## src/rtl/fp_pkg.sv

```systemverilog
// Shared FP32 definitions for the floating-point execute units:
// field widths, canonical NaN, fflags bit positions, divider FSM states
// and the operand classifier (also used by the multiplier).
package fp_pkg;

  localparam int          EXP_W     = 8;
  localparam int          FRAC_W    = 23;
  localparam int          BIAS      = 127;
  localparam int          QUOT_BITS = 26;
  localparam logic [31:0] CANON_NAN = 32'h7FC0_0000;

  // fflags bit positions inside {NV,DZ,OF,UF,NX}
  localparam int NV = 4;
  localparam int DZ = 3;
  localparam int OF = 2;
  localparam int UF = 1;
  localparam int NX = 0;

  typedef enum logic [2:0] {
    S_IDLE   = 3'd0,
    S_UNPACK = 3'd1,
    S_DIVIDE = 3'd2,
    S_ROUND  = 3'd3,
    S_DONE   = 3'd4
  } fdiv_state_e;

  typedef struct packed {
    logic is_zero;
    logic is_inf;
    logic is_nan;
    logic is_snan;
  } fp_class_t;

  // Classify exponent/fraction bits of an FP32 value. Subnormals count as
  // zero because the FP units flush them to zero on input.
  function automatic fp_class_t fp_classify(input logic [30:0] x);
    fp_class_t c;
    logic      exp_zero;
    logic      exp_max;
    logic      frac_zero;
    exp_zero  = (x[30:23] == 8'h00);
    exp_max   = (x[30:23] == 8'hFF);
    frac_zero = (x[22:0] == 23'h0);
    c.is_zero = exp_zero;
    c.is_inf  = exp_max & frac_zero;
    c.is_nan  = exp_max & ~frac_zero;
    c.is_snan = exp_max & ~frac_zero & ~x[22];
    return c;
  endfunction

endpackage

```

## src/rtl/mantissa_divider.sv

```systemverilog
// Radix-2 restoring divider for normalized 24-bit mantissas. One quotient
// bit per cycle, QUOT_BITS cycles after start_i. done_o is high during the
// final iteration so the caller can leave its wait state on that same edge;
// quot_o/sticky_o are final from the following cycle and then held.
module mantissa_divider
  import fp_pkg::*;
#(
  parameter int QUOT_BITS_P = QUOT_BITS
) (
  input  logic                   clk_i,
  input  logic                   rst_i,
  input  logic                   start_i,
  input  logic [23:0]            dividend_i,
  input  logic [23:0]            divisor_i,
  output logic [QUOT_BITS_P-1:0] quot_o,
  output logic                   sticky_o,
  output logic                   done_o
);

  localparam int CNT_W = $clog2(QUOT_BITS_P);

  logic [24:0]            rem_q;
  logic [23:0]            div_q;
  logic [QUOT_BITS_P-1:0] quot_q;
  logic [CNT_W-1:0]       cnt_q;
  logic                   run_q;

  logic [25:0] diff_d;
  logic        ge_d;
  logic [24:0] rem_d;
  logic        last_d;

  // Trial subtraction: keep the difference only when it is non-negative.
  always_comb begin
    diff_d = {1'b0, rem_q} - {2'b00, div_q};
    ge_d   = ~diff_d[25];
    if (ge_d) begin
      rem_d = diff_d[24:0];
    end else begin
      rem_d = rem_q;
    end
    last_d = run_q && (cnt_q == CNT_W'(QUOT_BITS_P - 1));
  end

  // Load on start, then shift in one quotient bit per cycle until the last.
  always_ff @(posedge clk_i) begin
    if (rst_i) begin
      rem_q  <= 25'h0;
      div_q  <= 24'h0;
      quot_q <= '0;
      cnt_q  <= '0;
      run_q  <= 1'b0;
    end else if (start_i) begin
      rem_q  <= {1'b0, dividend_i};
      div_q  <= divisor_i;
      quot_q <= '0;
      cnt_q  <= '0;
      run_q  <= 1'b1;
    end else if (run_q) begin
      quot_q <= {quot_q[QUOT_BITS_P-2:0], ge_d};
      rem_q  <= rem_d << 1;
      if (last_d) begin
        cnt_q <= '0;
        run_q <= 1'b0;
      end else begin
        cnt_q <= cnt_q + CNT_W'(1);
      end
    end
  end

  assign quot_o   = quot_q;
  assign sticky_o = |rem_q;
  assign done_o   = last_d;

endmodule

```

## src/rtl/float_division_unit.sv

```systemverilog
// Iterative FP32 divider (fdiv.s): unpack and special-case detection,
// restoring mantissa division, RNE rounding with flush-to-zero, and a
// busy/valid handshake. Result and fflags are held until the next accept.
module float_division_unit
  import fp_pkg::*;
(
  input  logic        clk_i,
  input  logic        rst_i,
  input  logic        enable_i,
  input  logic [31:0] operand1_i,
  input  logic [31:0] operand2_i,
  output logic [31:0] result_o,
  output logic [4:0]  flags_o,
  output logic        busy_o,
  output logic        valid_o
);

  fdiv_state_e       state_q;
  logic [31:0]       op1_q;
  logic [31:0]       op2_q;
  logic              sign_q;
  logic signed [9:0] exp_q;
  logic [31:0]       result_q;
  logic [4:0]        flags_q;
  logic              busy_q;
  logic              valid_q;

  fp_class_t         cls1_d;
  fp_class_t         cls2_d;
  logic              sign_d;
  logic signed [9:0] exp_d;
  logic              special_d;
  logic [31:0]       spec_result_d;
  logic [4:0]        spec_flags_d;

  logic [QUOT_BITS-1:0] quot_s;
  logic                 rem_sticky_s;
  logic                 div_done_s;
  logic                 div_start_s;

  logic              norm_d;
  logic [22:0]       frac_d;
  logic              guard_d;
  logic              sticky_d;
  logic              round_up_d;
  logic [23:0]       frac_sum_d;
  logic signed [9:0] exp_r_d;
  logic [31:0]       round_result_d;
  logic [4:0]        round_flags_d;

  // Unpack: sign, biased exponent difference and special-case result.
  always_comb begin
    cls1_d        = fp_classify(op1_q[30:0]);
    cls2_d        = fp_classify(op2_q[30:0]);
    sign_d        = op1_q[31] ^ op2_q[31];
    exp_d         = $signed({2'b00, op1_q[30:23]}) - $signed({2'b00, op2_q[30:23]})
                    + 10'sd127;
    special_d     = 1'b1;
    spec_result_d = 32'h0;
    spec_flags_d  = 5'b00000;
    if (cls1_d.is_nan || cls2_d.is_nan) begin
      spec_result_d    = CANON_NAN;
      spec_flags_d[NV] = cls1_d.is_snan | cls2_d.is_snan;
    end else if ((cls1_d.is_zero && cls2_d.is_zero) || (cls1_d.is_inf && cls2_d.is_inf)) begin
      spec_result_d    = CANON_NAN;
      spec_flags_d[NV] = 1'b1;
    end else if (cls2_d.is_zero) begin
      spec_result_d    = {sign_d, 8'hFF, 23'h0};
      spec_flags_d[DZ] = 1'b1;
    end else if (cls1_d.is_inf) begin
      spec_result_d    = {sign_d, 8'hFF, 23'h0};
    end else if (cls2_d.is_inf || cls1_d.is_zero) begin
      spec_result_d    = {sign_d, 31'h0};
    end else begin
      special_d        = 1'b0;
    end
  end

  assign div_start_s = (state_q == S_UNPACK) && !special_d;

  mantissa_divider #(
    .QUOT_BITS_P (QUOT_BITS)
  ) u_mant_div (
    .clk_i      (clk_i),
    .rst_i      (rst_i),
    .start_i    (div_start_s),
    .dividend_i ({1'b1, op1_q[22:0]}),
    .divisor_i  ({1'b1, op2_q[22:0]}),
    .quot_o     (quot_s),
    .sticky_o   (rem_sticky_s),
    .done_o     (div_done_s)
  );

  // Normalize, round to nearest even, then resolve overflow/underflow.
  always_comb begin
    norm_d = quot_s[QUOT_BITS-1];
    if (norm_d) begin
      frac_d   = quot_s[QUOT_BITS-2:2];
      guard_d  = quot_s[1];
      sticky_d = quot_s[0] | rem_sticky_s;
      exp_r_d  = exp_q;
    end else begin
      frac_d   = quot_s[QUOT_BITS-3:1];
      guard_d  = quot_s[0];
      sticky_d = rem_sticky_s;
      exp_r_d  = exp_q - 10'sd1;
    end
    round_up_d = guard_d & (sticky_d | frac_d[0]);
    frac_sum_d = {1'b0, frac_d} + {23'h0, round_up_d};
    // Fraction overflow means the mantissa rounded up to 2.0.
    exp_r_d    = exp_r_d + $signed({9'h0, frac_sum_d[23]});
    round_flags_d = 5'b00000;
    if (exp_r_d >= 10'sd255) begin
      round_result_d    = {sign_q, 8'hFF, 23'h0};
      round_flags_d[OF] = 1'b1;
      round_flags_d[NX] = 1'b1;
    end else if (exp_r_d <= 10'sd0) begin
      round_result_d    = {sign_q, 31'h0};
      round_flags_d[UF] = 1'b1;
      round_flags_d[NX] = 1'b1;
    end else begin
      round_result_d    = {sign_q, exp_r_d[7:0], frac_sum_d[22:0]};
      round_flags_d[NX] = guard_d | sticky_d;
    end
  end

  // Control FSM with registered handshake and result outputs.
  always_ff @(posedge clk_i) begin
    if (rst_i) begin
      state_q  <= S_IDLE;
      op1_q    <= 32'h0;
      op2_q    <= 32'h0;
      sign_q   <= 1'b0;
      exp_q    <= 10'sd0;
      result_q <= 32'h0;
      flags_q  <= 5'b00000;
      busy_q   <= 1'b0;
      valid_q  <= 1'b0;
    end else begin
      case (state_q)
        S_IDLE: begin
          if (enable_i) begin
            op1_q   <= operand1_i;
            op2_q   <= operand2_i;
            busy_q  <= 1'b1;
            state_q <= S_UNPACK;
          end
        end
        S_UNPACK: begin
          sign_q <= sign_d;
          exp_q  <= exp_d;
          if (special_d) begin
            result_q <= spec_result_d;
            flags_q  <= spec_flags_d;
            valid_q  <= 1'b1;
            state_q  <= S_DONE;
          end else begin
            state_q  <= S_DIVIDE;
          end
        end
        S_DIVIDE: begin
          if (div_done_s) begin
            state_q <= S_ROUND;
          end
        end
        S_ROUND: begin
          result_q <= round_result_d;
          flags_q  <= round_flags_d;
          valid_q  <= 1'b1;
          state_q  <= S_DONE;
        end
        S_DONE: begin
          valid_q <= 1'b0;
          busy_q  <= 1'b0;
          state_q <= S_IDLE;
        end
        default: begin
          valid_q <= 1'b0;
          busy_q  <= 1'b0;
          state_q <= S_IDLE;
        end
      endcase
    end
  end

  assign result_o = result_q;
  assign flags_o  = flags_q;
  assign busy_o   = busy_q;
  assign valid_o  = valid_q;

endmodule
```

## config.mk

```make
export PLATFORM = sky130hd
export DESIGN_NAME = float_division_unit
export DESIGN_NICKNAME = d
export VERILOG_FILES = /design/src/rtl/fp_pkg.sv /design/src/rtl/mantissa_divider.sv /design/src/rtl/float_division_unit.sv
export SDC_FILE = /design/constraint.sdc
export NUM_CORES = 1
export LEC_CHECK = 0
export CORE_MARGIN = 1.5
export CORE_UTILIZATION = 40
export CTS_CLUSTER_DIAMETER = 30
export DETAILED_ROUTE_END_ITERATION = 7
export GPL_TIMING_DRIVEN = 1
export MAX_ROUTING_LAYER = met4
export RECOVER_POWER = 50
export SYNTH_ARGS = -nofsm -noshare
export SYNTH_HDL_FRONTEND = slang
export SYNTH_SLANG_ARGS = --single-unit
```

## constraint.sdc

```tcl
create_clock -name clk_i -period 7.5 [get_ports clk_i]
set_clock_uncertainty 0.2 [all_clocks]
set_input_delay 1.5 -clock clk_i [delete_from_list [all_inputs] [get_ports clk_i]]
set_output_delay 1.5 -clock clk_i [all_outputs]
set_load 0.01 [all_outputs]
```

==> results of run 1 <==
[critical path, cell delays in order (launching register included)]
cell and delay (ns):
dfxtp_1 0.34, nor4_1 0.34, nand2_1 0.19, nand2_1 0.11, or3_1 0.23, or2_0 1.91, nand2_1 1.41, a221oi_1 0.51
[state kept, by name (all words and copies together), names as in the netlist]
signal	count
op2_q	32
flags_o	5
result_o	32
sign_q	1
u_mant_div.quot_o	26
state_q	3
valid_o	1
busy_o	1
u_mant_div.run_q	1
u_mant_div.rem_q	25
u_mant_div.div_q	24
op1_q	32
u_mant_div.cnt_q	5
exp_q	10
[through the flow]
stage | hold slack, ns | setup WS, ns
after detailed placement | 0.249 | 2.44
after CTS | 0.257 | 2.43
after global routing | 0.274 | 1.49
final | 0.252 | 2.13
after floorplan | 0.236 | 2.96
after global placement | 0.244 | 2.46
[kinds of logic after synthesis]
kind of cell | Yosys count | share of synthesized area [%]
XOR/XNOR | 55 | 4.70
AO/OA/AOI/OAI | 358 | 21.5
flip-flops | 198 | 37.0
adder cells (fa/ha/maj) | 41 | 4.93
AND/OR/NAND/NOR | 528 | 22.4
multiplexers | 42 | 3.97
buffers and inverters | 148 | 5.53
[Yosys cell counts, types with 20 or more instances]
cell	count	area share, %
o21ai_0	36	1.7
a22o_1	20	1.6
nand2_1	268	9.4
clkbuf_1	76	2.7
xnor2_1	34	2.8
dfxtp_1	198	37
mux2i_1	38	3.5
nor4_1	24	1.4
nor2_1	102	3.6
nor3_1	34	1.6
a211oi_1	20	1.4
inv_1	56	2.0
ha_1	39	4.6
a21oi_1	162	7.6
[layout by cell type, fill, tap and decap left out, types with 11 or more instances in the layout]
cell type          n
ha_1              39
xnor2_1           34
nor4_1            24
dlygate4sd3_1     40
clkbuf_16         17
nand4_1           17
o21ai_0           36
xor2_1            18
dfxtp_1          196
nand2b_1          14
inv_1             56
a31oi_1           12
o211ai_1          11
nand2_1          268
a21o_1            15
nand3_1           16
a211oi_1          20
nor3_1            33
a21oi_1          162
mux2i_1           38
clkdlybuf4s50_1   64
nor2_1           101
a22o_1            20
nor2b_1           12
[per-layer routing]
layer | GRT usage [%] | vias up | share of wire [%]
li1 | - | 4899 | -
met1 | 29.0 | 4343 | 52
met2 | 31.0 | 184 | 44
met3 | 2.38 | 19 | 3.4
met4 | 5.02 | 0 | 1.1
met5 | - | - | 0
[where the power goes]
part | leakage [nW] | internal [mW] | switching [mW]
combinational | 2.67 | 0.456 | 0.669
sequential | 1.61 | 1.12 | 0.0789
clock | 0.274 | 0.440 | 0.450
total | 4.55 | 2.01 | 1.20
[how the worst max path moves through the flow]
stage / to / slack [ns] / cells past startpoint
5_1_grt: u_mant_div.quot_o[0] / 1.49 / 7
3_5_place_dp: result_o[1] / 2.44 / 17
3_3_place_gp: result_o[1] / 2.46 / 17
4_1_cts: result_o[1] / 2.43 / 17
6_report: u_mant_div.rem_q[24] / 2.13 / 7
2_1_floorplan: result_o[15] / 2.96 / 22
[final cells by class]
| class | instances | area [sq um] | share of cell area (%) |
|---|---|---|---|
| clock buffer | 17 | 425 | 3.42 |
| clock inverter | 14 | 143 | 1.15 |
| inverter | 56 | 210 | 1.69 |
| multi-input combinational | 1024 | 6190 | 49.7 |
| sequential | 198 | 3970 | 31.8 |
| tap | 335 | 419 | 3.37 |
| timing repair buffer | 113 | 1100 | 8.82 |
==> run_results.csv, run 1 <==
group,metric,value,unit
status,status,"finished with violations",
status,violations,"design-rule violations, max-capacitance violations, max-slew violations",
place,io_buffers,105,
floorplan,rows,59,
place,dp_cells,1726,
place,hpwlAfterDp,19.5,mm
cells_and_area,diodes,0,
critical_path,cp-start-kind,"flop",
cells_and_area,final_cell_count_no_fill,1757,
worst_hold_path,min_to,"flags_o[2]",
cells_and_area,fin_nets,1518,
global_route,grt_pass1_wl,45.3,mm
power,leakagePower,4.55,nW
logic_synthesis,ys_seq_area_share,37.0,%
global_route,grt_pass1_vias,8786,
floorplan,coreArea,26200,sq um
clock_network,clock_path_buffers,2,
floorplan,die_x,167,microns
timing,fin_setup_tns,0,ns
power,irDropWorstVdd,0.134,mV
global_route,antenna_found_initial,0,
critical_path,cp-end-kind,"flop",
floorplan,start_util,40.9,%
cells_and_area,fill_cells,2617,
timing,grt_setup_unrepaired,"no",
clock_network,clock-sinks,198,
route,via_per_inst,5.38,
worst_hold_path,holdPathStages,2,
critical_path,rr_endpoint,"u_mant_div.rem_q[24]",
clock_network,cts_hold_buf,0,
floorplan,die_y,167,microns
cells_and_area,synthToLayoutAreaGrowth,16.2,%
floorplan,fp.dieArea,27800,sq um
route,postRouteAntennaNets,0,
clock_network,clkLatencyLatePin,0.44,ns
route,avgRoutedWirePerCell,15.5,microns
worst_hold_path,hold_path.class,"reg -> reg",
logic_synthesis,synth_area_per_cell,7.83,sq um
route,totalWireLength,27.2,mm
route,first_pass_iters,7,
logic_synthesis,synth_area,10700,sq um
clock_network,root_buffer,"clkbuf_16",
route,vias,9445,
logic_synthesis,synth_fp_nets,1478,
timing,fin_crit_sh,71.7,%
global_route,grt_max_degree,77,
critical_path,r2r_slack,2.13,ns
route,drt_iter0_drc,570,
cells_and_area,fin_area,12500,sq um
logic_synthesis,synthArstFlopShare,0,%
power,fin_total_pwr,3.21,mW
place,placed_area,11900,sq um
clock_network,ctsResizeCount,0,
timing,slew_headroom,-113,%
flow_run,maxCapViolCount,4,
clock_network,cts-buffers-inserted,17,
logic_synthesis,ys_seq_elements,198,
critical_path,cp-startpoint,"op2_q[23]",
power,power_density,258,nW/um^2
route,drc_errors,3,
logic_synthesis,ys.flop_type,"dfxtp_1",
critical_path,reg2reg_depth,7,
logic_synthesis,synth_cell_types,78,
logic_synthesis,synth_cells,1370,
timing,setup_viol,0,
place,place.gp.congestion,0.885,
clock_network,clk_pin_slew,0.08,ns
logic_synthesis,synth_edf_count,0,
critical_path,path_max_fanout,43,
critical_path,crit_arrival,5.49,ns
clock_network,htree_levels,4,
cells_and_area,final_util,47.5,%
critical_path,cp.required,7.61,ns
global_route,grt_overflow,0,
timing,worst_pin_slew,3.20,ns
critical_path,worstSetupPathType,"reg -> reg",
timing,period_needed,5.37,ns
worst_hold_path,hp-start,"flags_o[2]",
clock_network,cts_setup_buffers,0,
floorplan,io_pins,106,
global_route,grtUsageTotal,20.5,%
clock_network,cts_tree,"done",
critical_path,r2r-start,"op2_q[23]",
timing,fmax,0.186,GHz
logic_synthesis,yosysWarnings,0,
timing,hold_viol_final,0,
cells_and_area,drive_gt1_share,4.99,%
timing,slew_viol_final,255,
Note: power is estimated with default switching activity, not from simulation.
==> run 2: changes to the inputs <==
- clock period: 7.5 -> 5.1 ns (I/O delays scaled with it)
==> run_results.csv, run 2 (synthesis results as in run 1) <==
group,metric,value,unit
global_route,grt_max_degree,79,
cells_and_area,final_util,47.8,%
critical_path,r2r_slack,0.45,ns
timing,slew_headroom,-80.6,%
worst_hold_path,hold_path.class,"reg -> reg",
timing,hold_viol_final,0,
clock_network,clkLatencyLatePin,0.43,ns
place,pre_cts_ws,0.433,ns
critical_path,reg2reg_depth,17,
route,avgRoutedWirePerCell,15.6,microns
global_route,grt_pass1_wl,45.7,mm
place,hpwlAfterDp,19.6,mm
timing,fin_ws,0.447,ns
timing,fmax,0.215,GHz
critical_path,cp.required,5.23,ns
flow_run,maxCapViolCount,3,
floorplan,start_util,40.9,%
clock_network,cts-buffers-inserted,17,
power,irDropWorstVdd,0.234,mV
cells_and_area,diodes,0,
floorplan,fp.dieArea,27800,sq um
cells_and_area,fin_nets,1522,
global_route,grtUsageTotal,20.6,%
status,violations,"design-rule violations, max-capacitance violations, max-slew violations",
timing,setup_viol,0,
critical_path,max_stage_delay,0.53,ns
timing,fin_crit_sh,91.2,%
cells_and_area,multi_input_area,6200,sq um
critical_path,path_max_fanout,21,
place,io_buffers,105,
critical_path,worstSetupPathType,"reg -> reg",
clock_network,htree_levels,4,
critical_path,crit_path_end,"result_o[1]",
route,drc_errors,3,
clock_network,cts_setup_buffers,0,
route,drt_iter0_drc,609,
clock_network,clk_pin_slew,0.08,ns
critical_path,cp-start-kind,"flop",
cells_and_area,fill_cells,2584,
power,leakagePower,4.60,nW
critical_path,rr_endpoint,"result_o[1]",
route,postRouteAntennaNets,0,
floorplan,die_y,167,microns
cells_and_area,final-seq-area,3970,sq um
cells_and_area,fin_area,12500,sq um
cells_and_area,drive_gt1_share,5.40,%
route,totalWireLength,27.5,mm
status,status,"finished with violations",
floorplan,io_pins,106,
cells_and_area,synthToLayoutAreaGrowth,16.8,%
clock_network,cts_tree,"done",
floorplan,rows,59,
critical_path,slowest_stage,"o41ai_1",
timing,slew_viol_final,188,
route,via_per_inst,5.42,
global_route,antenna_found_initial,0,
cells_and_area,final_cell_mix,"268 x nand2_1, 196 x dfxtp_1, 162 x a21oi_1",
critical_path,cp-end-kind,"flop",
critical_path,r2r-start,"u_mant_div.quot_o[25]",
cells_and_area,layout_commonest_cell,"nand2_1",
place,placed_area,11900,sq um
route,vias,9540,
floorplan,die_x,167,microns
global_route,grt_pass1_vias,8825,
timing,worst_pin_slew,2.71,ns
clock_network,clock_path_buffers,2,
global_route,grt_overflow,0,
place,place.gp.congestion,0.870,
critical_path,cp-startpoint,"u_mant_div.quot_o[25]",
route,first_pass_iters,7,
critical_path,cp_cell_sequence,"nand2b_1 -> a21oi_1 -> and4_1 -> nand2_1 -> nor2_1 -> nand2_1 -> nor2_1 -> ha_1 -> inv_1 -> o41ai_1 -> nor3b_4 -> mux2i_1 -> xnor2_1 -> o32ai_1 -> and2_2 -> nor2_8 -> a22o_1",
critical_path,crit_arrival,4.78,ns
clock_network,root_buffer,"clkbuf_16",
power,power_density,385,nW/um^2
floorplan,coreArea,26200,sq um
timing,period_needed,4.65,ns
clock_network,clock-sinks,198,
-- run 2: changes by cell type in the layout (fill, tap and decap cells not counted), sizes merged --
| cell | change |
|---|---|
| clkbuf | -1 |
| inv | +1 |
| bufinv | +2 |
| buf | +5 |
| clkinvlp | -1 |
| clkinv | -3 |
-- run 2: timing repair --
item | 4_1_cts | 5_1_grt
endpoints found under the setup margin | 0 | 24
gates resized for setup | 0 | 2
hold buffers | 0 | 0
-- run 2: cell type report --
class | count | area share (%)
inverter | 56 | 1.68
tap | 335 | 3.35
timing repair buffer | 117 | 9.05
multi-input combinational | 1024 | 49.5
clock buffer | 17 | 3.40
clock inverter | 13 | 1.33
sequential | 198 | 31.7
-- run 2: how the worst min path moves through the flow --
| stage | slack [ns] | depth (start not counted) | endpoint | startpoint |
|---|---|---|---|---|
| floorplan | 0.24 | 2 | u_mant_div.div_q[10] | u_mant_div.div_q[10] |
| global route | 0.28 | 2 | flags_o[2] | flags_o[2] |
| finish | 0.26 | 2 | u_mant_div.div_q[17] | u_mant_div.div_q[17] |
| CTS | 0.26 | 2 | u_mant_div.div_q[7] | u_mant_div.div_q[7] |
| detailed placement | 0.25 | 2 | u_mant_div.div_q[7] | u_mant_div.div_q[7] |
| global placement | 0.25 | 2 | u_mant_div.div_q[11] | u_mant_div.div_q[11] |
-- run 2: power by group --
part / switching (mW) / internal [mW] / leakage [nW] / total, mW
combinational: 0.987 / 0.675 / 2.70 / 1.66
clock: 0.656 / 0.738 / 0.289 / 1.39
sequential: 0.116 / 1.65 / 1.61 / 1.76
total: 1.76 / 3.06 / 4.60 / 4.82
-- run 2: routing by layer --
layer  up-vias  part of all wire (%)  GRT usage [%]
met3        16                   3.1           2.69
li1       4901                     -              -
met5         -                     0              -
met4         0                  0.86           4.39
met2       162                    44           31.2
met1      4461                    52           29.1
-- run 2: through the flow --
stage               TNS, ns  total power, mW  hold WS, ns  std cells
CTS                       0             4.84        0.259       1760
finish                    0             4.82        0.255       1760
global route        -0.0323             5.11        0.283       1760
global placement          0             3.44        0.245       1730
detailed placement        0             3.45        0.248       1730
floorplan                 0             3.05        0.236       1370
-- run 2: critical path: cells and delay by family (launching register included) --
kind | cells | cell delay (ns)
simple gates | 9 | 2.01
compound gates | 4 | 1.32
flops | 1 | 0.41
mux | 1 | 0.24
fa+ha+maj | 1 | 0.20
xor+xnor | 1 | 0.12
buf+inv | 1 | 0.05
==> run 3: changes to the inputs <==
- HOLD_SLACK_MARGIN: unset -> 0.15
- PLACE_DENSITY_LB_ADDON: unset -> 0.05
==> run_results.csv, run 3 (synthesis results as in run 1) <==
group,metric,value,unit
critical_path,cp.required,5.24,ns
power,power_density,390,nW/um^2
place,io_buffers,105,
worst_hold_path,hold_path.class,"reg -> reg",
cells_and_area,layout_commonest_cell,"nand2_1",
clock_network,clock-sinks,198,
timing,fin_crit_sh,89.2,%
clock_network,cts-buffers-inserted,17,
clock_network,cts_tree,"done",
timing,setup_viol,0,
critical_path,cp-start-kind,"flop",
place,place.gp.congestion,0.880,
flow_run,maxCapViolCount,2,
timing,slew_viol_final,110,
clock_network,root_buffer,"clkbuf_16",
timing,hold_viol_final,0,
floorplan,die_y,167,microns
floorplan,rows,59,
critical_path,worstSetupPathType,"reg -> reg",
global_route,grtUsageTotal,21.7,%
timing,period_needed,4.55,ns
floorplan,coreArea,26200,sq um
power,combPwrFrac,34.5,%
route,drt_iter0_drc,563,
status,violations,"design-rule violations, max-capacitance violations, max-slew violations",
timing,fin_setup_tns,0,ns
global_route,grt_overflow,0,
critical_path,crit_arrival,4.69,ns
timing,holdWs,0.256,ns
power,leakagePower,4.62,nW
timing,grt_setup_unrepaired,"no",
power,swShare,37.7,%
route,totalWireLength,28.8,mm
power,power.switching,1.85,mW
cells_and_area,fill_cells,2622,
clock_network,cts_setup_buffers,0,
floorplan,start_util,40.9,%
cells_and_area,final_cell_mix,"268 x nand2_1, 196 x dfxtp_1, 162 x a21oi_1",
power,p_int,3.06,mW
timing,worst_pin_slew,2.93,ns
floorplan,die_x,167,microns
floorplan,fp.dieArea,27800,sq um
clock_network,htree_levels,4,
power,irDropWorstVdd,0.224,mV
route,drc_errors,2,
critical_path,path_max_fanout,25,
global_route,antenna_found_initial,2,
clock_network,clkLatencyLatePin,0.45,ns
route,vias,9617,
timing,slew_headroom,-95.3,%
place,hpwlAfterDp,20.8,mm
route,postRouteAntennaNets,0,
critical_path,cp-end-kind,"flop",
route,avgRoutedWirePerCell,16.3,microns
timing,fmax,0.220,GHz
clock_network,clock_path_buffers,2,
floorplan,io_pins,106,
clock_network,cts_hold_buf,0,
cells_and_area,drive_gt1_share,5.52,%
status,status,"finished with violations",
power,seqPwrFrac,35.8,%
clock_network,clk_pin_slew,0.09,ns
power,p_clk_share,29.6,%
global_route,grt_pass1_wl,47.8,mm
cells_and_area,fin_nets,1525,
cells_and_area,synthToLayoutAreaGrowth,17.5,%
route,via_per_inst,5.44,
cells_and_area,final_util,48.1,%
route,first_pass_iters,8,
global_route,grt_pass1_vias,9077,
global_route,grt_max_degree,73,
## run 3: changes by cell type in the layout (fill, tap and decap cells not counted), sizes merged
| cell | before | now |
|---|---|---|
| bufinv | 2 | 1 |
| clkinv | 4 | 5 |
| clkbuf | 19 | 22 |
| diode | 0 | 2 |
| inv | 62 | 65 |
| clkinvlp | 1 | 0 |
## run 3: repair_timing
item,CTS,global route
endpoints found under the setup margin,0,28
hold endpoints to repair,0,0
gates resized for setup,0,4
## run 3: cell type report
type                            count  area [sq um]  share of cell area, %
Inverter                           56           210                   1.67
Multi-Input combinational cell   1024          6210                   49.3
Clock inverter                     15           213                   1.69
Tap cell                          335           419                   3.33
Sequential cell                   198          3970                   31.5
Antenna cell                        2          5.00                 0.0397
Clock buffer                       17           425                   3.38
Timing Repair Buffer              120          1140                   9.07
## run 3: power by group through the flow
stage               clock network [mW]  registers, mW  logic [mW]
floorplan                            0           1.75        1.30
global placement                     0           1.79        1.68
detailed placement                   0           1.80        1.69
CTS                               1.48           1.76        1.70
global route                      1.54           1.77        1.89
finish                            1.45           1.76        1.69
## run 3: worst paths after layout
kind	to	depth (start not counted)	slack, ns	start
max reg2reg	result_o[1]	17	0.55	u_mant_div.quot_o[25]
max	result_o[1]	17	0.55	u_mant_div.quot_o[25]
min reg2reg	u_mant_div.div_q[2]	2	0.26	u_mant_div.div_q[2]
min	u_mant_div.div_q[2]	2	0.26	u_mant_div.div_q[2]
## run 3: per-stage QoR
step / setup slack [ns] / cell area, sq um / std cells / power [mW]
2_1_floorplan: 0.557 / 10700 / 1370 / 3.05
5_1_grt: 0.0286 / 12600 / 1767 / 5.21
4_1_cts: 0.0961 / 12600 / 1765 / 4.95
3_5_place_dp: 0.100 / 12000 / 1733 / 3.49
6_report: 0.552 / 12600 / 1767 / 4.91
3_3_place_gp: 0.207 / 12000 / 1733 / 3.48
## run 3: worst max-delay path, stage by stage (launching register included)
cell and delay [ns]:
dfxtp_4 0.51, nand2_1 0.12, a21oi_1 0.22, and4_1 0.33, nand2_1 0.17, nor2_1 0.23
nand2_1 0.12, nor2_1 0.14, ha_1 0.22, inv_1 0.06, o41ai_2 0.40, nor3b_4 0.32
mux2i_1 0.25, xnor2_1 0.12, o32ai_1 0.36, and2_2 0.33, nor2_8 0.11, a22o_1 0.24
## run 3: routing by layer
| metal | global-route usage, % | up-vias | part of all wire [%] |
|---|---|---|---|
| met5 | - | - | 0 |
| met3 | 3.21 | 21 | 3.7 |
| li1 | - | 4921 | - |
| met4 | 4.43 | 0 | 0.91 |
| met2 | 32.5 | 148 | 43 |
| met1 | 31.0 | 4527 | 52 |
